<file path="config.mk">
export PLATFORM = sky130hd
export DESIGN_NAME = regfile_2r1w_clr_flat
export DESIGN_NICKNAME = d
export VERILOG_FILES = /design/src/rtl/regfile_2r1w_clr_if.sv /design/src/rtl/regfile_2r1w_clr.sv /design/src/flat_wrapper.sv
export SDC_FILE = /design/constraint.sdc
export NUM_CORES = 2
export LEC_CHECK = 0
export CORE_MARGIN = 5
export CORE_UTILIZATION = 48
export CTS_CLUSTER_SIZE = 25
export DETAILED_ROUTE_END_ITERATION = 8
export PLACE_DENSITY_LB_ADDON = 0.15
export RECOVER_POWER = 50
export SLEW_MARGIN = 20
export SYNTH_ARGS = -nofsm -noshare
export SYNTH_HDL_FRONTEND = slang
export SYNTH_SLANG_ARGS = --single-unit
export TNS_END_PERCENT = 100
</file>
<file path="constraint.sdc">
create_clock -name Clk -period 3.7 [get_ports Clk]
set_clock_uncertainty 0.2 [all_clocks]
set_input_delay 0.74 -clock Clk [delete_from_list [all_inputs] [get_ports Clk]]
set_output_delay 0.74 -clock Clk [all_outputs]
set_load 0.1 [all_outputs]
</file>
<file path="src/rtl/regfile_2r1w_clr_if.sv">
// rtl/regfile_2r1w_clr_if.sv - write/read/clear port bundle for the 2R1W register file
interface regfile_2r1w_clr_if #(
    parameter int WIDTH = 32,
    parameter int AW    = 5
) ();
    logic             We;
    logic [AW-1:0]    Wn;
    logic [WIDTH-1:0] D;
    logic [AW-1:0]    Rna;
    logic [AW-1:0]    Rnb;
    logic [WIDTH-1:0] Qa;
    logic [WIDTH-1:0] Qb;
    logic             Clr;
    logic             Busy;

    modport master (
        output We, Wn, D, Rna, Rnb, Clr,
        input  Qa, Qb, Busy
    );

    modport slave (
        input  We, Wn, D, Rna, Rnb, Clr,
        output Qa, Qb, Busy
    );
endinterface

</file>
<file path="src/rtl/regfile_2r1w_clr.sv">
// rtl/regfile_2r1w_clr.sv - 2R1W register file with bypass, optional zero r0 and soft-clear sweep
module regfile_2r1w_clr #(
    parameter int WIDTH   = 32,
    parameter int DEPTH   = 32,
    parameter int AW      = 5,
    parameter int ZERO_R0 = 1
) (
    input  logic               Clk,
    input  logic               Rst,
    regfile_2r1w_clr_if.slave  bus
);
    typedef enum logic {IDLE, SWEEP} state_t;

    localparam logic [AW-1:0] LAST = AW'(DEPTH - 1);

    state_t           state_q, state_d;
    logic [AW-1:0]    ptr_q, ptr_d;
    logic [WIDTH-1:0] reg_q [DEPTH];

    logic             wr_en;
    logic [AW-1:0]    wr_addr;
    logic [WIDTH-1:0] wr_data;
    logic             wn_is_r0;
    logic             bypass_ok;

    assign wn_is_r0 = (ZERO_R0 != 0) && (bus.Wn == '0);

    always_comb begin
        state_d = state_q;
        ptr_d   = ptr_q;
        wr_en   = 1'b0;
        wr_addr = bus.Wn;
        wr_data = bus.D;
        case (state_q)
            IDLE: begin
                // A clear request in the same cycle as a write wins; the write is dropped.
                if (bus.Clr) begin
                    state_d = SWEEP;
                    ptr_d   = '0;
                end else if (bus.We && !wn_is_r0) begin
                    wr_en = 1'b1;
                end
            end
            SWEEP: begin
                wr_en   = 1'b1;
                wr_addr = ptr_q;
                wr_data = '0;
                ptr_d   = ptr_q + 1'b1;
                if (ptr_q == LAST) begin
                    state_d = IDLE;
                    ptr_d   = '0;
                end
            end
            default: begin
                state_d = IDLE;
                ptr_d   = '0;
            end
        endcase
    end

    always_ff @(posedge Clk) begin
        if (Rst) begin
            state_q <= IDLE;
            ptr_q   <= '0;
            for (int i = 0; i < DEPTH; i++) begin
                reg_q[i] <= '0;
            end
        end else begin
            state_q <= state_d;
            ptr_q   <= ptr_d;
            if (wr_en) begin
                reg_q[wr_addr] <= wr_data;
            end
        end
    end

    assign bus.Busy  = (state_q == SWEEP);
    assign bypass_ok = bus.We && (state_q == IDLE) && !bus.Clr && !wn_is_r0;

    assign bus.Qa = ((ZERO_R0 != 0) && (bus.Rna == '0)) ? '0
                  : (bypass_ok && (bus.Wn == bus.Rna))   ? bus.D
                  : reg_q[bus.Rna];

    assign bus.Qb = ((ZERO_R0 != 0) && (bus.Rnb == '0)) ? '0
                  : (bypass_ok && (bus.Wn == bus.Rnb))   ? bus.D
                  : reg_q[bus.Rnb];
endmodule

</file>
<file path="src/flat_wrapper.sv">
// flat-port wrapper written by rule: the top's interface ports become plain ports
module regfile_2r1w_clr_flat 
#(
    parameter int WIDTH   = 32,
    parameter int DEPTH   = 32,
    parameter int AW      = 5,
    parameter int ZERO_R0 = 1
)
  (Clk, Rst, bus_We, bus_Wn, bus_D, bus_Rna, bus_Rnb, bus_Clr, bus_Qa, bus_Qb, bus_Busy);
  regfile_2r1w_clr_if #(.WIDTH(WIDTH), .AW(AW)) bus_i ();
  input  logic Clk;
  input  logic Rst;
  input wire logic [$bits(bus_i.We)-1:0] bus_We;
  input wire logic [$bits(bus_i.Wn)-1:0] bus_Wn;
  input wire logic [$bits(bus_i.D)-1:0] bus_D;
  input wire logic [$bits(bus_i.Rna)-1:0] bus_Rna;
  input wire logic [$bits(bus_i.Rnb)-1:0] bus_Rnb;
  input wire logic [$bits(bus_i.Clr)-1:0] bus_Clr;
  output wire logic [$bits(bus_i.Qa)-1:0] bus_Qa;
  output wire logic [$bits(bus_i.Qb)-1:0] bus_Qb;
  output wire logic [$bits(bus_i.Busy)-1:0] bus_Busy;
  assign bus_i.We = bus_We;
  assign bus_i.Wn = bus_Wn;
  assign bus_i.D = bus_D;
  assign bus_i.Rna = bus_Rna;
  assign bus_i.Rnb = bus_Rnb;
  assign bus_i.Clr = bus_Clr;
  assign bus_Qa = bus_i.Qa;
  assign bus_Qb = bus_i.Qb;
  assign bus_Busy = bus_i.Busy;
  regfile_2r1w_clr #(.WIDTH(WIDTH), .DEPTH(DEPTH), .AW(AW), .ZERO_R0(ZERO_R0)) u_core (.Clk(Clk), .Rst(Rst), .bus(bus_i));
endmodule
</file>
==> results.md <==
* Synth Area in XOR/XNOR at 0.162%
* Failing checks: setup timing
* Initial Util at 48.2%
* # fillers at 8318
* CORE AREA at roughly 110000 µm²
* Syn Inst Count at ~3900
* Final ANT Viol Nets at 0
* Synth Area in Adders at less than 1%
* Post-route setup slack at -0.272 ns
* TNS Setup at -24.50 ns
* # clock sinks at just over 1000
* Share of cells above drive strength 1 at 38.2%
* Data arrival, critical path at slightly above 3 ns
* Critical path endpoint category: output pin
* Nets at ~4600
* Slew HR at 30.4%
* I/O pin cnt at around 120
* TritonRoute pass-1 iters at 6
* Area leader, netlist: edfxtp_1
* Complex-gate fraction of the synthesized area at 5.52%
* Vias post-DR at slightly above 40000
* CTS tree: yes
* Top-count cell post-synth: nor2_1
* First-pass GRT wire length at 304 mm
* Yosys warning total at 0
* Data required, critical path at 2.76 ns
* WS Path Type: in -> out
* Post-synth EDFFs at about 1000
* CTS Buf Count at between 100 and 150
* Post-synth ARST share at 0%
* Power Dens Cells at between 400 and 500 nW/µm²
* Final Power at just over 30 mW
* Cell area after synthesis at ~54000 µm²
* Final WL at about 220 mm
* Maximum vdd drop at 415 µV
* Post-synthesis area per instance at 13.7 µm²
* Post-synthesis mux area share at a little under a quarter
* Synth cell types at 69
* Final period util at 107%
* Prevailing post-synth register cell: edfxtp_1
* Final HPWL DP at about 140 mm
* H-Tree Depth at 3
* Root buf cell: clkbuf_16
* Final setup fails at between 300 and 400
* Clock slew at reported path FFs at 0.06 ns
* Die Wd at between 300 and 400 µm
* Vias in the first global route at between 40000 and 50000
* Post-route insts no fill at slightly above 6000
* Crit Path Max Fanout at 7
* Congestion Overflow GR at 0
* Vias per inst at between 6 and 7
* Top post-synthesis cells by count: 1085 x nor2_1, 1024 x edfxtp_1, 406 x mux4_2
* Final Critical Period at slightly below 4 ns
* Top cells by area, synth: edfxtp_1 57%, mux4_2 17%, nor2_1 7.5%
* Routed wire per std cell at about 36 µm
* Pin count of the biggest net entering global routing at 38
* Type of the worst min-delay path: reg -> reg
* Initial antenna violation count at 0
* Total die area at 120000 µm²
* Largest family of logic cells by synthesized area: multiplexers
* Clock buffer depth at 3
* Static leakage at between 20 and 30 nW
* Die Y at 346 µm
* Final Max Tran Viols at 0
* Synth Area in Simple Gates at roughly a tenth
* RSZ-0062 raised after global routing: true
* Top cell type's share of synthesized area at approximately 57%
* GPL Wtd Cong at just over 0.9
* Max-Cap Viols at 0
* GRT Overall Usage at around 36%
* Multi-input gate area at 23700 µm²
* Seq/Total Area, Yosys at a little under three fifths
* Post-Place Cells at 5769
* Iter 0 DRT Violations at between 6000 and 7000
* Final hold vios at 0
* Syn-to-layout area delta at 31.0%
* Worst setup SP type: primary input
* Worst Tran Pin Value at between 1 and 1.5 ns
* Num rows at 123
* Residual DRC at 0
* Register area at 30900 µm²
* Final Util at between 60% and 70%
* Outcome: complete, but fails checks
* Number of synthesized register bits at ~1000
* Clock Latency Late Sink at 0.70 ns
* Fmax at around 250 MHz
* IO buf count at 115
layout make-up:
cell class,instances,share of cell area (%)
Multi-Input combinational cell,2518,33.3
Timing Repair Buffer,850,15.2
Antenna cell,1,0.00352
Clock buffer,136,4.16
Sequential cell,1030,43.5
Tap cell,1500,2.64
Inverter,11,0.0828
Clock inverter,62,1.04
placed cells by master, fill, tap and decap left out, types with 39 or more instances in the layout:
| master | synthesis | routed |
|---|---|---|
| a221oi_1 | 85 | 39 |
| buf_12 | 2 | 234 |
| buf_16 | 0 | 40 |
| buf_4 | 35 | 360 |
| buf_6 | 27 | 77 |
| clkbuf_16 | 0 | 127 |
| clkbuf_4 | 1 | 42 |
| edfxtp_1 | 1024 | 1024 |
| mux2_2 | 52 | 48 |
| mux2i_1 | 287 | 252 |
| mux4_2 | 406 | 407 |
| nand2_1 | 138 | 96 |
| nand2_2 | 0 | 41 |
| nor2_1 | 1085 | 1067 |
final timing paths:
kind	from	end	slack (ns)	depth (start not counted)
max	bus_Rna[0]	bus_Qa[17]	-0.27	8
min reg2reg	u_core.ptr_q[1]	u_core.ptr_q[3]	0.38	2
min	u_core.ptr_q[1]	u_core.ptr_q[3]	0.38	2
max reg2reg	u_core.bus.Busy	u_core.reg_q[12][12]	-0.18	6
logic make-up after synthesis:
family | count (synthesis)
multiplexers | 747
XOR/XNOR | 10
AND/OR/NAND/NOR | 1351
flip-flops | 1030
other | 1
AO/OA/AOI/OAI | 376
adder cells (fa/ha/maj) | 2
buffers and inverters | 426
sequential cells by signal (all words and copies together), names as in the netlist:
name and cells:
u_core.bus.Busy 1, u_core.ptr_q 5, u_core.reg_q 1024
power by group:
part	internal (mW)	total, mW	switching, mW
Clock	6.81	11.6	4.74
Sequential	13.3	13.5	0.240
Combinational	2.58	6.12	3.54
Total	22.7	31.2	8.52
worst max-delay path, stage by stage:
cell     delay, ns
buf_16        0.16
buf_16        0.19
buf_12        0.15
mux4_2        0.54
mux4_2        0.55
nor2b_1       0.17
a221o_2       0.33
buf_12        0.17
layer usage:
metal	share of wire (%)	global-route usage, %	vias to the layer above
li1	-	-	16224
met5	0	0	-
met4	6.5	17.5	0
met2	45	54.4	3312
met3	13	9.11	708
met1	36	48.1	21004
metrics by stage:
step | hold WS, ns | instance area [µm²] | setup slack [ns]
floorplan | 0.297 | 55200 | -0.741
global placement | 0.338 | 63700 | -0.768
detailed placement | 0.347 | 63700 | -0.699
CTS | 0.356 | 70200 | -0.243
global route | 0.389 | 71000 | -0.271
finish | 0.384 | 71000 | -0.272
repair_timing:
item	CTS	global route
gates resized for setup	341	217
hold buffers	0	0
cloned	27	9
buffers inserted	74	61
pin swaps	81	109
endpoints found under the setup margin	64	64
(Power assumes the default switching activity.)
